<file path="config.mk">
export PLATFORM = sky130hd
export DESIGN_NAME = alu_wb_buffer
export DESIGN_NICKNAME = d
export VERILOG_FILES = /design/src/rtl/alu_wb_buffer_pkg.sv /design/src/rtl/alu_wb_buffer_fifo_mem.sv /design/src/rtl/alu_wb_buffer.sv
export SDC_FILE = /design/constraint.sdc
export NUM_CORES = 1
export LEC_CHECK = 0
export CAP_MARGIN = 20
export CORE_MARGIN = 2
export CORE_UTILIZATION = 49
export CTS_CLUSTER_DIAMETER = 40
export CTS_CLUSTER_SIZE = 8
export DETAILED_ROUTE_END_ITERATION = 7
export PLACE_DENSITY = 0.8
export SLEW_MARGIN = 10
export SYNTH_ARGS = -nofsm -noshare
export SYNTH_HDL_FRONTEND = slang
export SYNTH_HIERARCHICAL = 1
export SYNTH_SLANG_ARGS = --single-unit
</file>
<file path="constraint.sdc">
create_clock -name clk_i -period 5.35 [get_ports clk_i]
set_clock_uncertainty 0.1 [all_clocks]
set_input_delay 0.8025 -clock clk_i [delete_from_list [all_inputs] [get_ports clk_i]]
set_output_delay 0.8025 -clock clk_i [all_outputs]
set_load 0.01 [all_outputs]
</file>
<file path="src/rtl/alu_wb_buffer_pkg.sv">
// Shared types for the ALU writeback buffer: XLEN-dependent widths and the
// entry layout also consumed by the scoreboard writeback mux.
package alu_wb_buffer_pkg;

    localparam int unsigned XLEN          = 64;
    localparam int unsigned TRANS_ID_BITS = 4;

    typedef logic [XLEN-1:0] xlen_t;

    typedef struct packed {
        logic [TRANS_ID_BITS-1:0] trans_id;
        xlen_t                    result;
        logic                     branch_res;
    } alu_wb_entry_t;

    function automatic bit depth_ok(input int unsigned d);
        return (d >= 2) && ((d & (d - 1)) == 0);
    endfunction

endpackage

</file>
<file path="src/rtl/alu_wb_buffer_fifo_mem.sv">
// Entry storage: one synchronous write port, one asynchronous read port.
// Contents are deliberately not reset; validity is tracked by the control logic.
module alu_wb_fifo_mem #(
    parameter int unsigned DEPTH = 2,
    parameter int unsigned WIDTH = 8,
    localparam int unsigned AW   = $clog2(DEPTH)
) (
    input  logic             clk_i,
    input  logic             we_i,
    input  logic [AW-1:0]    waddr_i,
    input  logic [WIDTH-1:0] wdata_i,
    input  logic [AW-1:0]    raddr_i,
    output logic [WIDTH-1:0] rdata_o
);

    logic [WIDTH-1:0] mem_q [DEPTH];

    always_ff @(posedge clk_i) begin
        if (we_i) mem_q[waddr_i] <= wdata_i;
    end

    assign rdata_o = mem_q[raddr_i];

endmodule

</file>
<file path="src/rtl/alu_wb_buffer.sv">
// In-order FIFO between the ALU result and the scoreboard writeback port.
// Ready depends only on registered occupancy, so there is no input-to-output path.
module alu_wb_buffer
    import alu_wb_buffer_pkg::*;
#(
    parameter int unsigned DEPTH  = 2,
    localparam int unsigned PTR_W = $clog2(DEPTH),
    localparam int unsigned CNT_W = $clog2(DEPTH) + 1
) (
    input  logic                     clk_i,
    input  logic                     rst_i,
    input  logic                     flush_i,
    input  logic                     alu_valid_i,
    input  logic [TRANS_ID_BITS-1:0] alu_trans_id_i,
    input  xlen_t                    alu_result_i,
    input  logic                     alu_branch_res_i,
    output logic                     alu_ready_o,
    output logic                     wb_valid_o,
    output logic [TRANS_ID_BITS-1:0] wb_trans_id_o,
    output xlen_t                    wb_result_o,
    output logic                     wb_branch_res_o,
    input  logic                     wb_ack_i,
    output logic [CNT_W-1:0]         count_o
);

    if (!depth_ok(DEPTH)) begin : g_bad_depth
        $fatal(1, "alu_wb_buffer: DEPTH must be a power of two and at least 2");
    end

    localparam int unsigned EW = $bits(alu_wb_entry_t);

    logic [PTR_W-1:0] wr_ptr_q, wr_ptr_d;
    logic [PTR_W-1:0] rd_ptr_q, rd_ptr_d;
    logic [CNT_W-1:0] count_q, count_d;
    logic             push, pop;
    alu_wb_entry_t    wr_entry, rd_entry;
    logic [EW-1:0]    rd_raw;

    assign alu_ready_o = (count_q != CNT_W'(DEPTH));
    assign wb_valid_o  = (count_q != '0);
    assign push        = alu_valid_i & alu_ready_o & ~flush_i;
    assign pop         = wb_ack_i & wb_valid_o & ~flush_i;

    assign wr_entry = '{trans_id: alu_trans_id_i, result: alu_result_i, branch_res: alu_branch_res_i};

    alu_wb_fifo_mem #(
        .DEPTH (DEPTH),
        .WIDTH (EW)
    ) i_mem (
        .clk_i   (clk_i),
        .we_i    (push & ~rst_i),
        .waddr_i (wr_ptr_q),
        .wdata_i (wr_entry),
        .raddr_i (rd_ptr_q),
        .rdata_o (rd_raw)
    );

    // Storage is never cleared, so stale data is hidden whenever the head is empty.
    assign rd_entry        = wb_valid_o ? alu_wb_entry_t'(rd_raw) : '0;
    assign wb_trans_id_o   = rd_entry.trans_id;
    assign wb_result_o     = rd_entry.result;
    assign wb_branch_res_o = rd_entry.branch_res;
    assign count_o         = count_q;

    always_comb begin
        wr_ptr_d = wr_ptr_q;
        rd_ptr_d = rd_ptr_q;
        count_d  = count_q;
        if (flush_i) begin
            wr_ptr_d = '0;
            rd_ptr_d = '0;
            count_d  = '0;
        end else begin
            if (push) wr_ptr_d = wr_ptr_q + PTR_W'(1);
            if (pop)  rd_ptr_d = rd_ptr_q + PTR_W'(1);
            case ({push, pop})
                2'b10:   count_d = count_q + CNT_W'(1);
                2'b01:   count_d = count_q - CNT_W'(1);
                default: count_d = count_q;
            endcase
        end
    end

    always_ff @(posedge clk_i) begin
        if (rst_i) begin
            wr_ptr_q <= '0;
            rd_ptr_q <= '0;
            count_q  <= '0;
        end else begin
            wr_ptr_q <= wr_ptr_d;
            rd_ptr_q <= rd_ptr_d;
            count_q  <= count_d;
        end
    end

    // Protocol monitors: offered-while-full and ack-while-empty are both dropped.
    always_ff @(posedge clk_i) begin
        if (!rst_i) begin
            assert (!(alu_valid_i && !alu_ready_o))
                else $warning("alu_wb_buffer: alu_valid_i while buffer full, entry not captured");
            assert (!(wb_ack_i && !wb_valid_o))
                else $warning("alu_wb_buffer: wb_ack_i while buffer empty, ignored");
        end
    end

endmodule
</file>
Yosys cells after proc, flatten, opt, wreduce, memory -nomap -nowiden
Memory sizes are Yosys's and may differ from the RTL's. A register that Yosys moved wholly into a read port is not among the register bits.
Cells that the tools add are included.
Cells by class
  bitwise gates (word level): 7
  reduce and logical (&&, ||, !) cells: 3
  multiplexer cells: 6
  add/subtract/negate cells: 4
  eq/ne operators: 3
Operators by type and width (number)
  two-way mux 69 bit: 1
  AND 1 bit: 5
  two-way mux 1 bit: 4
  one-hot mux 2 bit (2 select lines): 1
  nonzero test 2 bit: 2
  adder 1 bit, second input constant: 2
  adder 2 x 1 -> 2 bit, second input constant: 1
  equality test 2 x 1 -> 1 bit, second input constant: 1
  equality test 2 bit, second input constant: 1
  inequality test 2 bit, second input constant: 1
  inverter 1 bit: 2
  OR reduction 2 bit: 1
  subtractor 2 x 1 -> 2 bit, second input constant: 1
Word-level totals
  word-level logic and storage cells: 27
  memories: 1
  output and inout bits: 73
  flip-flop bits (word level): 4
  bits of input ports: 74
  bits in writable memories: 138
Memories
  i_mem.mem_q: words 2, width 69, rd ports 1, clocked after memory_dff 1, wr ports 1, RTL line alu_wb_buffer_fifo_mem.sv:16  | logic [WIDTH-1:0] mem_q [DEPTH];

Longest topological paths before layout
  depth after elaboration: 6
  mapped depth: 6

Hierarchy
The synthesis kept the hierarchy.
By module, submodules not included
  alu_wb_fifo_mem: area an instance 5033.6 µm², times used 1, cells each 217, seq. area each 4144.0 µm²
  alu_wb_buffer: area an instance 676.9 µm², times used 1, cells each 102, seq. area each 80.1 µm²

Worst setup path before layout
OpenSTA, ideal clock, no wires.
  kind: input-to-reg
  from: input port flush_i
  to: memory i_mem/mem_q[0][0] (netlist bit) (enable)
  buffers on the path: 0
  slack: 379 ps
  library setup time: 504 ps
  data required time: 4746 ps
  arrival: 4366 ps
  stages on the path: 3
  cells stage by stage: or2_2 nor3_1 nor2b_1
Between the ends
  longest elaborated chain between the ends: 5
Ends and longest elaborated chain
  from (decl): RTL line alu_wb_buffer.sv:12  | input logic flush_i,
  inverter 1 bit: RTL line alu_wb_buffer.sv:41  | assign push = alu_valid_i & alu_ready_o & ~flush_i;
  AND 1 bit: RTL line alu_wb_buffer.sv:41
  AND 1 bit: RTL line alu_wb_buffer.sv:51  | .we_i (push & ~rst_i),
  two-way mux 1 bit: RTL line alu_wb_buffer_fifo_mem.sv:19  | if (we_i) mem_q[waddr_i] <= wdata_i;
  two-way mux 1 bit (implied by the code): RTL line alu_wb_buffer_fifo_mem.sv:19
  to (decl): RTL line alu_wb_buffer_fifo_mem.sv:16
Every way passes these cells.

Worst setup path in the final report
  from: register count_q[0] (netlist: count_o[0])
  to: output port wb_result_o[40]
Between the ends
  longest elaborated chain between the ends: 2
Ends and longest elaborated chain
  from (decl): RTL line alu_wb_buffer.sv:34  | logic [CNT_W-1:0] count_q, count_d;
  from (signal assigned): RTL line alu_wb_buffer.sv:92  | count_q <= count_d;
  nonzero test 2 bit: RTL line alu_wb_buffer.sv:40  | assign wb_valid_o = (count_q != '0);
  two-way mux 69 bit: RTL line alu_wb_buffer.sv:59  | assign rd_entry = wb_valid_o ? alu_wb_entry_t'(rd_raw) : '0;
  to (decl): RTL line alu_wb_buffer.sv:20  | output xlen_t wb_result_o,
Every way passes these cells.

==> results.py <==
metrics = {
    "floorplanning": {
        "die_y_um": 112.0,
        "num_rows": 39,
        "die_w_um": 112.0,
        "ios": 147,
        "core-area_um2": 11420,
        "die_area_um2": 12530,
        "start_util": 0.5001,
    },
    "pwr": {
        "p_leak_uw": 0.002630,
        "p_switching_uw": 477.5,
        "powerDensity_nw_per_um2": 318.7,
        "p_comb_frac": 0.062,
        "power_uw": 2493,
        "internal-power_uw": 2016,
        "seq_power_share": 0.502,
        "p_clk_frac": 0.436,
        "switching_share": 0.1915,
        "ir_worst_vdd_mv": 0.2072,
    },
    "setup_path": {
        "critical_path_required_ns": 4.45,
        "r2r_end": "i_mem/mem_q[0][63]$_DFFE_PP_",
        "crit_start": "count_o[0]$_SDFFE_PP0P_",
        "crit_path_top_delay_cell": "or2_2",
        "critical-path-top-delay-family": "simple AND/OR/NAND/NOR gates",
        "critPathBufInv": 1,
        "critPathLaunchType": "flip-flop",
        "cp.arrival_ns": 2.52,
        "cpPeakStageDelay_ns": 0.82,
        "path_max_fanout": 70,
        "crit_type": "flip-flop to output port",
        "r2r_setup_slack_ns": 3.13,
        "rr_worst_depth": 4,
        "path_cells": "or2_2 > and2_1 > clkdlybuf4s50_1",
        "cp-end-kind": "output port",
        "r2r_start": "count_o[0]$_SDFFE_PP0P_",
    },
    "clock_tree": {
        "root_buffer": "clkbuf_16",
        "cts_resized": 0,
        "postCtsSetupBuffers": 0,
        "cts_buffer_depth": 2,
        "clkTransAtPathRegs_ns": 0.06,
        "cts_buffers": 17,
        "htree_levels": 4,
        "clk_latency_ns": 0.40,
        "cts_sinks": 142,
        "holdBufCountCts": 0,
        "tritoncts": "yes",
    },
    "outcome": {
        "status": "completed",
    },
    "routing": {
        "drc_errors": 0,
        "drt_first_pass_iters": 4,
        "vias_per_cell": 4.976,
        "wl_um": 10370,
        "antenna_left": 0,
        "num_vias": 3105,
        "wl_per_cell_um": 16.62,
        "drt_iter0_drc": 181,
    },
    "logic_synthesis": {
        "ys.warnings.count": 6,
        "netlist_area_um2": 5710,
        "syn_area_per_cell_um2": 17.90,
        "synth_mux_area_frac": 0.1426,
        "synth_nets": 394,
        "synth_xor_area_frac": 0.004601,
        "yosys.area_share.simple": 0.08720,
        "synthAdderAreaFrac": 0.002191,
        "synth_compound_area_frac": 0.004382,
        "synthCells": 319,
        "synth-seq-area-share": 0.7397,
        "synth_top_family_by_area": "multiplexers",
        "yosys_register_bits": 142,
        "synth.distinct_cells": 21,
    },
    "global_route": {
        "grt_start_max_net_pins": 71,
        "track_usage": 0.1668,
        "overflow": 0,
        "antenna_found_initial": 0,
        "grt_pass1_vias": 3273,
        "grt_pass1_wl_um": 15980,
    },
    "sta": {
        "max_freq_ghz": 0.2923,
        "worst_slack_ns": 1.929,
        "finalSetupViolations": 0,
        "final.period_utilization": 0.6395,
        "slew_violations": 0,
        "worst_pin_slew_ns": 1.016,
        "slew_headroom": 0.3229,
        "rsz0062_at_grt": "no",
        "tns_ns": 0,
        "period_needed_ns": 3.421,
        "final_hold_viol_count": 0,
    },
    "min_path": {
        "holdCritPathClass": "flip-flop to flip-flop",
        "hold_depth": 2,
        "min_to": "wr_ptr_q$_SDFFE_PP0P_",
        "worstHoldStart": "wr_ptr_q$_SDFFE_PP0P_",
    },
    "cells_and_area": {
        "fill_cells": 812,
        "multi_input_area_um2": 1386,
        "drive_gt1_frac": 0.2121,
        "regArea_um2": 4228,
        "layoutNonFillerInstCount": 624,
        "diodes": 0,
        "utilization": 0.6852,
        "area_growth_pct": 37.01,
        "nNetsFinal": 544,
    },
    "placed_design": {
        "io_buffers": 146,
        "placed_cells": 593,
        "place_ws_ns": 2.086,
        "hpwl_um": 6348,
        "gp_congestion": 0.7232,
    },
    "job": {
        "cap_viol_max_count": 0,
    },
}
## cells in the mapped netlist
cell      count  share of area
a21oi_1       2         0.0018
and2_1       70          0.077
buf_2         7         0.0061
buf_6         2         0.0039
buf_8         1         0.0026
clkbuf_2      6         0.0053
dfxtp_1       4          0.014
edfxtp_1    138           0.73
ha_1          1         0.0022
inv_1         2         0.0013
mux2_2       59           0.12
mux2_4       10          0.026
nor2_1        3         0.0020
nor2b_1       2         0.0022
nor3_1        1        0.00088
o21ai_0       3         0.0026
or2_1         1         0.0011
or2_2         1         0.0011
or3_1         3         0.0033
xnor2_1       1         0.0015
xor2_1        2         0.0031
## worst max path at each step
stage	to	slack (ns)	cells past startpoint
5_1_grt	wb_result_o[57]	1.78	3
2_1_floorplan	i_mem/mem_q[0][0]$_DFFE_PP_	0.38	3
6_report	wb_result_o[40]	1.93	3
4_1_cts	wb_result_o[40]	1.87	3
3_5_place_dp	i_mem/mem_q[0][63]$_DFFE_PP_	2.09	5
3_3_place_gp	i_mem/mem_q[0][64]$_DFFE_PP_	2.19	5
## through the flow
stage / hold slack (ns) / cell area (µm²)
2_1_floorplan: 0.3655 / 5710
3_3_place_gp: 0.4185 / 7269
3_5_place_dp: 0.4419 / 7269
4_1_cts: 0.4529 / 7824
5_1_grt: 0.5097 / 7824
6_report: 0.4546 / 7824
## logic make-up after synthesis
group,Yosys count
AO/OA/AOI/OAI,5
flip-flops,142
XOR/XNOR,3
adder cells (fa/ha/maj),1
multiplexers,69
buffers and inverters,18
AND/OR/NAND/NOR,81
## flip-flops by register name, indices dropped and copies added (netlist names)
signal,cells
i_mem/mem_q,138
rd_ptr_q,1
wr_ptr_q,1
count_o,2
## placed cells by master, fill, tap and decap left out
| master | Yosys | routed |
|---|---|---|
| xor2_1 | 2 | 2 |
| edfxtp_1 | 138 | 138 |
| or2_2 | 1 | 2 |
| clkbuf_1 | 0 | 1 |
| or3_1 | 3 | 3 |
| clkinvlp_4 | 0 | 4 |
| bufinv_16 | 0 | 2 |
| buf_4 | 0 | 1 |
| mux2_2 | 59 | 59 |
| dfxtp_4 | 0 | 1 |
| dfxtp_1 | 4 | 3 |
| xnor2_1 | 1 | 1 |
| nor2_1 | 3 | 3 |
| clkinv_2 | 0 | 3 |
| clkinv_1 | 0 | 3 |
| and2_1 | 70 | 69 |
| inv_1 | 2 | 2 |
| clkdlybuf4s50_1 | 0 | 146 |
| a21oi_1 | 2 | 2 |
| clkbuf_16 | 0 | 17 |
| o21ai_0 | 3 | 3 |
| nor2b_4 | 0 | 1 |
| clkinv_4 | 0 | 1 |
| mux2_4 | 10 | 10 |
| ha_1 | 1 | 1 |
| and2_4 | 0 | 1 |
| nor3_1 | 1 | 1 |
| nor2b_1 | 2 | 1 |
## tightest hold or removal path: stages (launching register included)
cell     delay (ns)
dfxtp_1        0.35
o21ai_0        0.09
a21oi_1        0.07
## metal layers
| metal | routed length [µm] | vias up | track usage | share of wire |
|---|---|---|---|---|
| met2 | 5240 | 106 | 0.2812 | 0.51 |
| met4 | 104 | 0 | 0.05610 | 0.010 |
| met3 | 679 | 13 | 0.06097 | 0.065 |
| li1 | - | 1473 | - | - |
| met1 | 4347 | 1513 | 0.2003 | 0.42 |
| met5 | 0 | - | 0 | 0 |
## cell type report
cell class,count,area share
well taps,143,0.02287
flip-flops and latches,142,0.5404
clock buffers,18,0.05485
inverters,2,0.0009595
repair buffers,147,0.1878
multi-input cells,159,0.1772
clock inverters,13,0.01599
## power groups by stage
stage | registers [µW] | clock network (µW) | logic, µW
2_1_floorplan | 1270 | 0 | 56.2
3_3_place_gp | 1270 | 0 | 152
3_5_place_dp | 1270 | 0 | 156
4_1_cts | 1250 | 1110 | 157
5_1_grt | 1250 | 1160 | 166
6_report | 1250 | 1090 | 155
Power figures use the tool's default switching activity.
